`src/rtl/clk_gen_pkg.sv`:
```
// Shared types and rate helpers for the fractional clock-enable generator.
// Increments are computed for a 2^acc_w phase accumulator clocked at clk_hz.
package clk_gen_pkg;

    typedef enum logic [1:0] {
        WAIT_LOCK,
        SETTLE,
        RUN
    } state_t;

    // round(hz * 2^acc_w / clk_hz); 64-bit intermediate covers ACC_W up to ~32 at MHz rates
    function automatic longint unsigned inc_for_hz(input longint unsigned hz,
                                                   input longint unsigned clk_hz,
                                                   input int acc_w);
        return ((hz << acc_w) + (clk_hz / 2)) / clk_hz;
    endfunction

    localparam logic [23:0] INC_4M    = 24'(inc_for_hz(64'd4_000_000,  64'd25_000_000, 24));
    localparam logic [23:0] INC_8M    = 24'(inc_for_hz(64'd8_000_000,  64'd25_000_000, 24));
    localparam logic [23:0] INC_16M   = 24'(inc_for_hz(64'd16_000_000, 64'd25_000_000, 24));
    localparam logic [23:0] INC_7_16M = 24'(inc_for_hz(64'd7_160_000,  64'd25_000_000, 24));

endpackage

```
`src/rtl/ce_nco_ch.sv`:
```
// One NCO channel: phase accumulator with a shadowed increment applied on carry.
// ce is registered, high the cycle after the accumulator wraps; config writes never stall.
module ce_nco_ch #(
    parameter int               ACC_W   = 24,
    parameter logic [ACC_W-1:0] INC_RST = '0
) (
    input  logic             clk25,
    input  logic             rst,
    input  logic             i_run,
    input  logic             i_clear,
    input  logic             i_enter,
    input  logic             i_sync,
    input  logic             i_en,
    input  logic             i_wr,
    input  logic [ACC_W-1:0] i_wr_inc,
    output logic             o_ce,
    output logic             o_busy
);

    logic [ACC_W-1:0] r_acc;
    logic [ACC_W-1:0] r_inc;
    logic [ACC_W-1:0] r_shadow;
    logic             r_pending;
    logic             r_ce;

    logic [ACC_W:0]   w_sum;
    logic             w_carry;
    logic             w_step;
    logic             w_apply;

    assign w_sum   = {1'b0, r_acc} + {1'b0, r_inc};
    assign w_carry = w_sum[ACC_W];
    assign w_step  = i_run & i_en & ~i_sync & ~i_clear;

    // Swapping on the wrap edge keeps phase continuous; an idle or stopped channel swaps at once.
    assign w_apply = r_pending & (i_sync | i_enter | (r_inc == '0) | ~i_en | (w_step & w_carry));

    always_ff @(posedge clk25 or posedge rst) begin
        if (rst) begin
            r_acc     <= '0;
            r_inc     <= INC_RST;
            r_shadow  <= INC_RST;
            r_pending <= 1'b0;
            r_ce      <= 1'b0;
        end else begin
            if (i_sync | i_clear) begin
                r_acc <= '0;
                r_ce  <= 1'b0;
            end else if (w_step) begin
                r_acc <= w_sum[ACC_W-1:0];
                r_ce  <= w_carry;
            end else begin
                r_ce  <= 1'b0;
            end

            if (w_apply) begin
                r_inc <= r_shadow;
            end

            if (i_wr) begin
                r_shadow  <= i_wr_inc;
                r_pending <= 1'b1;
            end else if (w_apply) begin
                r_pending <= 1'b0;
            end
        end
    end

    assign o_ce   = r_ce;
    assign o_busy = r_pending;

endmodule

```
`src/rtl/ce_frac_gen.sv`:
```
// Multi-channel fractional CE generator gated on PLL lock plus a settle delay.
// CE pulses are registered (one cycle after carry); config writes accepted every cycle.
module ce_frac_gen
    import clk_gen_pkg::*;
#(
    parameter int                     NCH         = 4,
    parameter int                     ACC_W       = 24,
    parameter int                     CLK_HZ      = 25_000_000,
    parameter int                     LOCK_SETTLE = 16,
    parameter logic [NCH*ACC_W-1:0]   INC_INIT    =
        {NCH{ACC_W'(inc_for_hz(64'd4_000_000, 64'(CLK_HZ), ACC_W))}},
    localparam int                    CHW         = (NCH > 1) ? $clog2(NCH) : 1
) (
    input  logic             clk25,
    input  logic             rst,
    input  logic             locked_i,
    input  logic             sync_i,
    input  logic [NCH-1:0]   ch_en,
    input  logic             cfg_we,
    input  logic [CHW-1:0]   cfg_ch,
    input  logic [ACC_W-1:0] cfg_inc,
    output logic [NCH-1:0]   cfg_busy,
    output logic [NCH-1:0]   ce,
    output logic             running
);

    localparam int CW = $clog2(LOCK_SETTLE + 1);

    logic          r_lock_m;
    logic          r_lock_s;
    state_t        r_state;
    state_t        w_next;
    logic [CW-1:0] r_cnt;

    logic          w_run;
    logic          w_clear;
    logic          w_enter;

    always_ff @(posedge clk25 or posedge rst) begin
        if (rst) begin
            r_lock_m <= 1'b0;
            r_lock_s <= 1'b0;
        end else begin
            r_lock_m <= locked_i;
            r_lock_s <= r_lock_m;
        end
    end

    always_ff @(posedge clk25 or posedge rst) begin
        if (rst) begin
            r_state <= WAIT_LOCK;
        end else begin
            r_state <= w_next;
        end
    end

    always_comb begin
        w_next = r_state;
        case (r_state)
            WAIT_LOCK: if (r_lock_s) w_next = SETTLE;
            SETTLE: begin
                if (!r_lock_s) begin
                    w_next = WAIT_LOCK;
                end else if (r_cnt == CW'(LOCK_SETTLE - 1)) begin
                    w_next = RUN;
                end
            end
            RUN:       if (!r_lock_s) w_next = WAIT_LOCK;
            default:   w_next = WAIT_LOCK;
        endcase
    end

    always_ff @(posedge clk25 or posedge rst) begin
        if (rst) begin
            r_cnt <= '0;
        end else if (r_state == SETTLE) begin
            r_cnt <= r_cnt + CW'(1);
        end else begin
            r_cnt <= '0;
        end
    end

    // Accumulators only advance on edges that stay in RUN; the lock-loss edge zeroes them.
    assign w_run   = (r_state == RUN) & r_lock_s;
    assign w_clear = (r_state == RUN) & ~r_lock_s;
    assign w_enter = (r_state != RUN) & (w_next == RUN);
    assign running = (r_state == RUN);

    for (genvar g = 0; g < NCH; g++) begin : g_ch
        logic w_wr;
        assign w_wr = cfg_we & (cfg_ch == CHW'(g));

        ce_nco_ch #(
            .ACC_W   (ACC_W),
            .INC_RST (INC_INIT[g*ACC_W +: ACC_W])
        ) u_ch (
            .clk25    (clk25),
            .rst      (rst),
            .i_run    (w_run),
            .i_clear  (w_clear),
            .i_enter  (w_enter),
            .i_sync   (sync_i),
            .i_en     (ch_en[g]),
            .i_wr     (w_wr),
            .i_wr_inc (cfg_inc),
            .o_ce     (ce[g]),
            .o_busy   (cfg_busy[g])
        );
    end

endmodule
```
`config.mk`:
```
export PLATFORM = sky130hd
export DESIGN_NAME = ce_frac_gen
export DESIGN_NICKNAME = d
export VERILOG_FILES = /design/src/rtl/clk_gen_pkg.sv /design/src/rtl/ce_nco_ch.sv /design/src/rtl/ce_frac_gen.sv
export SDC_FILE = /design/constraint.sdc
export NUM_CORES = 1
export LEC_CHECK = 0
export BUFFER_PORTS_ARGS = -buffer_cell sky130_fd_sc_hd__buf_2
export CAP_MARGIN = 20
export CORE_MARGIN = 4
export CORE_UTILIZATION = 60
export DETAILED_ROUTE_END_ITERATION = 8
export MAX_ROUTING_LAYER = met4
export PLACE_DENSITY = 0.77
export SYNTH_ARGS = -nofsm -noshare
export SYNTH_HDL_FRONTEND = slang
export SYNTH_SLANG_ARGS = --single-unit
```
`constraint.sdc`:
```
create_clock -name clk25 -period 16.9 [get_ports clk25]
set_input_delay 5.07 -clock clk25 [delete_from_list [all_inputs] [get_ports clk25]]
set_output_delay 5.07 -clock clk25 [all_outputs]
set_load 0.1 [all_outputs]
```
=== Word-level counts from Yosys, hierarchy flattened ===
Cells that the tools add are included.

* Register bits: 305

* Reduce and logical (&&, ||, !) cells: 14
* Equality and inequality tests: 8
* $add $sub $neg: 5
* Bitwise logic cells: 48
* Muxes and demuxes: 30

{| class="wikitable"
|+ Operators by type and width
! operator !! number
|-
| $mux 24 || 8
|-
| $add 24x24->25 || 4
|-
| $logic_not 24->1 || 4
|-
| $and 1x1->1 || 27
|-
| $mux 1 || 16
|-
| $reduce_bool 2->1 || 8
|-
| $or 1x1->1 || 14
|-
| $eq 2x2->1 const B || 4
|-
| $mux 2 || 4
|-
| $not 1->1 || 7
|-
| $pmux 2 s3 || 1
|-
| $add 5x1->5 const B || 1
|-
| $eq 5x4->1 const B || 1
|-
| $mux 5 || 1
|-
| $eq 2x1->1 const B || 2
|-
| $logic_not 2->1 || 2
|-
| $ne 2x2->1 const B || 1
|}

=== Longest topological paths before layout ===
* Depth after elaboration: 13
* Mapped depth: 12
* Depth with buffers taken out: 11

=== By module ===
From an unflattened synthesis, not the netlist that was laid out.

* Cells, all modules: 1,494
* Area, all modules: 16,694.8 µm²

{| class="wikitable"
|+ Modules (own cells, without submodules)
! module !! area an instance (µm²) !! cells each !! seq. area each (µm²) !! instances
|-
| ce_nco_ch (g_ch[0].u_ch ...) || 4,117.7 || 358 || 1,881.8 || 2
|-
| ce_nco_ch (g_ch[2].u_ch ...) || 4,025.1 || 369 || 1,881.8 || 2
|-
| ce_frac_gen || 409.1 || 40 || 225.2 || 1
|}

=== Least setup slack after synthesis ===
No wires, ideal clock.

* Path kind: in2reg
* Start point: input cfg_ch[1]
* End point: register g_ch[0].u_ch.r_shadow[11]
* Path buffers: 1
* Cell stages on the path: 3
* Data arrival time: 6.389 ns
* Slack: 10.386 ns
* Data required time: 16.775 ns
* Setup time: 0.125 ns
* Cells stage by stage: nor3b_1 -> clkbuf_1 -> mux2_2

* Word-level cells in the longest chain between the ends: 2

{| class="wikitable"
|+ RTL lines
! what !! line !! source
|-
| start: declaration || ce_frac_gen.sv:20 || <nowiki>input logic [CHW-1:0] cfg_ch,</nowiki>
|-
| $logic_not 2->1 || ce_frac_gen.sv:91 || <nowiki>assign w_wr = cfg_we & (cfg_ch == CHW'(g));</nowiki>
|-
| $and 1x1->1 || ce_frac_gen.sv:91 ||
|-
| end signal: assignment || ce_nco_ch.sv:61 || <nowiki>r_shadow <= i_wr_inc;</nowiki>
|-
| end: declaration || ce_nco_ch.sv:22 || <nowiki>logic [ACC_W-1:0] r_shadow;</nowiki>
|}

No other way between the ends.
A chain may end at the register's enable or synchronous reset.

=== Worst setup path after layout ===
* Start point: register r_state[0]
* End point: output running

* Word-level cells in the longest chain between the ends: 1

{| class="wikitable"
|+ RTL lines
! what !! line !! source
|-
| start: declaration || ce_frac_gen.sv:31 || <nowiki>state_t r_state;</nowiki>
|-
| start signal: assignment || ce_frac_gen.sv:53 || <nowiki>r_state <= w_next;</nowiki>
|-
| $eq 2x2->1 || ce_frac_gen.sv:87 || <nowiki>assign running = (r_state == RUN);</nowiki>
|-
| end: declaration || ce_frac_gen.sv:24 || <nowiki>output logic running</nowiki>
|}

No other way between the ends.

==> reports/results.ini <==
[routing]
ant_nets = 0
drt_iter0_drc = 802
viasPerCell = 6.12
route.detailed.drc = 0
totalWireLength_um = 37200
first_pass_iters = 5
routedWlPerCell_um = 19.4
routed-via-count = 11729

[timing]
report.final.setup_viol = 0
fin_crit_sh_pct = 42.1
max_slew_margin_pct = 26.1
finalCriticalPeriod_ps = 7110
tightest_slew_ps = 1110
tns_ps = 0
fmax_ghz = 0.141
rsz0062_at_grt = false
finClkSkew_ps = 14.8
slew_violations = 0
hold_violations = 0

[placement]
numPlacedInstances = 1856
dpl-instance-area_um2 = 16900
portBuffers = 43
gp_congestion = 0.912
dp_hpwl_um = 25500

[floorplan]
core_um2 = 27000
ioPinCount = 44
initial_core_util_pct = 61.0
die-height_um = 174
rows = 60
fp.dieW_um = 174
dieArea_um2 = 30200

[clock_tree]
cts_resized = 0
cts_setup_buffers = 0
cts_tree = built
numCtsBuffers = 31
clockBufferDepth = 3
clock_latency_ps = 560
cts_sinks = 305
htree_levels = 1
cts_hold_buf = 0
path_clk_slew_ps = 60
cts_root_buffer = clkbuf_16

[synth]
netlist_area_um2 = 16500
synth_ff_type = dfrtp_1
synth-seq-cells = 305
ys_seq_area_share_pct = 47.0
postSynthAreaPerCell_um2 = 10.9
synthArstFlopShare_pct = 100
synth_edf_count = 0
yosys.cell_types.count = 80
syn_nets = 1651
synthCells = 1514
synth_warnings = 0

[pwr]
switching_share_pct = 29.5
p_leak_nw = 8.23
internal_power_mw = 1.63
peakVddDrop_uv = 106
combPwrFrac_pct = 21.9
p_switching_uw = 682
seqPwrFrac_pct = 45.3
p_per_area_nw_per_um2 = 128
clockPowerShare_pct = 32.8

[worst_setup_path]
cp.required_ps = 11830
r2r-end = g_ch[1].u_ch.r_inc[23]
reg2reg_depth = 11
endpoint_kind = output pin
worstSetupPathType = flop to output pin
crit_fanout = 8
cp-start-kind = flop
arrival_ps = 2040
cp-startpoint = r_state[0]
r2r_start = g_ch[1].u_ch.r_inc[0]
regToRegSetupSlack_ps = 12900

[global_routing]
grt-ovfl-total = 0
grt_max_degree = 167
grt_pass1_vias = 11562
grt_first_pass_wirelength_um = 61100
antenna_found_initial = 0
grt_use_total_pct = 25.3

[finish]
nNetsFinal = 1685
final_common_cell = dfrtp_1
final_area_um2 = 18100
area_growth_pct = 9.65
fin_cells = 1915
final_cell_mix = dfrtp_1, nand2_1, mux2_2
final_util_pct = 66.9
drive_gt1_share_pct = 25.4

[job]
maxCapViolations = 0

[hold_path]
min_path_cells = 1
hold_path_startpoint = r_cnt[0]
hold_class = flop to flop
hold_end = r_cnt[0]

[run_status]
outcome = finished, final reports clean

==> power by group through the flow <==
stage	Combinational [mW]	Sequential (mW)	Clock, mW
global route	0.561	1.06	0.806
finish	0.505	1.05	0.758
floorplan	0.420	0.989	0
global placement	0.477	1.05	0
CTS	0.505	1.05	0.772
detailed placement	0.499	1.05	0
==> flip-flops by register name (all words and copies together), names as in the netlist <==
signal	count
g_ch.u_ch.o_busy	4
g_ch.u_ch.o_ce	4
g_ch.u_ch.r_acc	96
g_ch.u_ch.r_inc	96
g_ch.u_ch.r_shadow	96
r_cnt	5
r_lock_m	1
r_lock_s	1
r_state	2
==> layer usage <==
metal | vias to the layer above | GRT usage [%] | wire length (µm)
met4 | 0 | 6.37 | 991
met3 | 73 | 4.14 | 2110
met2 | 281 | 40.6 | 17800
met1 | 5831 | 34.1 | 16300
li1 | 5544 | - | -
met5 | - | - | 0
==> layout make-up <==
type / count / area [µm²]
inverter: 47 / 184
fill: 2009 / 8940
tap: 341 / 427
sequential: 305 / 7750
antenna: 1 / 2.50
multi-input combinational: 1111 / 8290
clock inverter: 15 / 265
timing repair buffer: 52 / 295
clock buffer: 43 / 871
==> worst max-delay path: stages, from the launching register on <==
cell and delay (ps):
dfrtp_1 400, nor2b_1 520, buf_2 550
==> per-stage QoR <==
stage                     hold slack [ps]  total power, mW  setup WS [ps]
after floorplan                       331             1.41           3560
after global placement                442             1.53           9480
after detailed placement              443             1.55           9410
after CTS                             460             2.32           9740
after global routing                  474             2.42           9660
final                                 455             2.31           9790
==> Yosys cell counts (10+ instances only) <==
library cell  count  area, µm²
dfrtp_1         209       5230
nand2_1         205        769
mux2_2          125       1410
o21ai_0         116        581
ha_1             98       1230
dfstp_2          96       2520
a21oi_1          75        375
nor2_1           56        210
inv_1            46        173
mux2_4           40        601
xnor2_1          35        307
clkbuf_1         33        124
xor2_1           31        272
a21o_1           30        225
nand3_1          24        120
nor4_1           22        138
nand2b_1         19        119
nor3_1           15       75.1
a31oi_1          14       87.6
o21bai_1         13       97.6
a32o_1           11        110
o21a_1           11       82.6
a211oi_1         10       75.1
nand4_1          10       62.6
o31ai_1          10       75.1
==> cells by family after synthesis <==
group | after synthesis | share of synthesized area (%)
AOI/OAI and AO/OA | 364 | 14.7
xor gates and xnor gates | 66 | 3.50
adders and majority gates | 102 | 7.92
buffers and inverters | 98 | 2.82
DFF | 305 | 47.0
muxes | 171 | 12.6
and+or+nand+nor | 408 | 11.5
==> how the worst max path moves through the flow <==
stage                             endpoint  slack [ps]  depth (start not counted)
global route                       running        9660                          2
global placement    g_ch[1].u_ch.r_inc[20]        9480                          6
finish                             running        9790                          2
detailed placement  g_ch[1].u_ch.r_inc[23]        9410                          6
CTS                                running        9740                          2
floorplan              g_ch[0].u_ch.o_busy        3560                          1
Power figures use the tool's default switching activity.
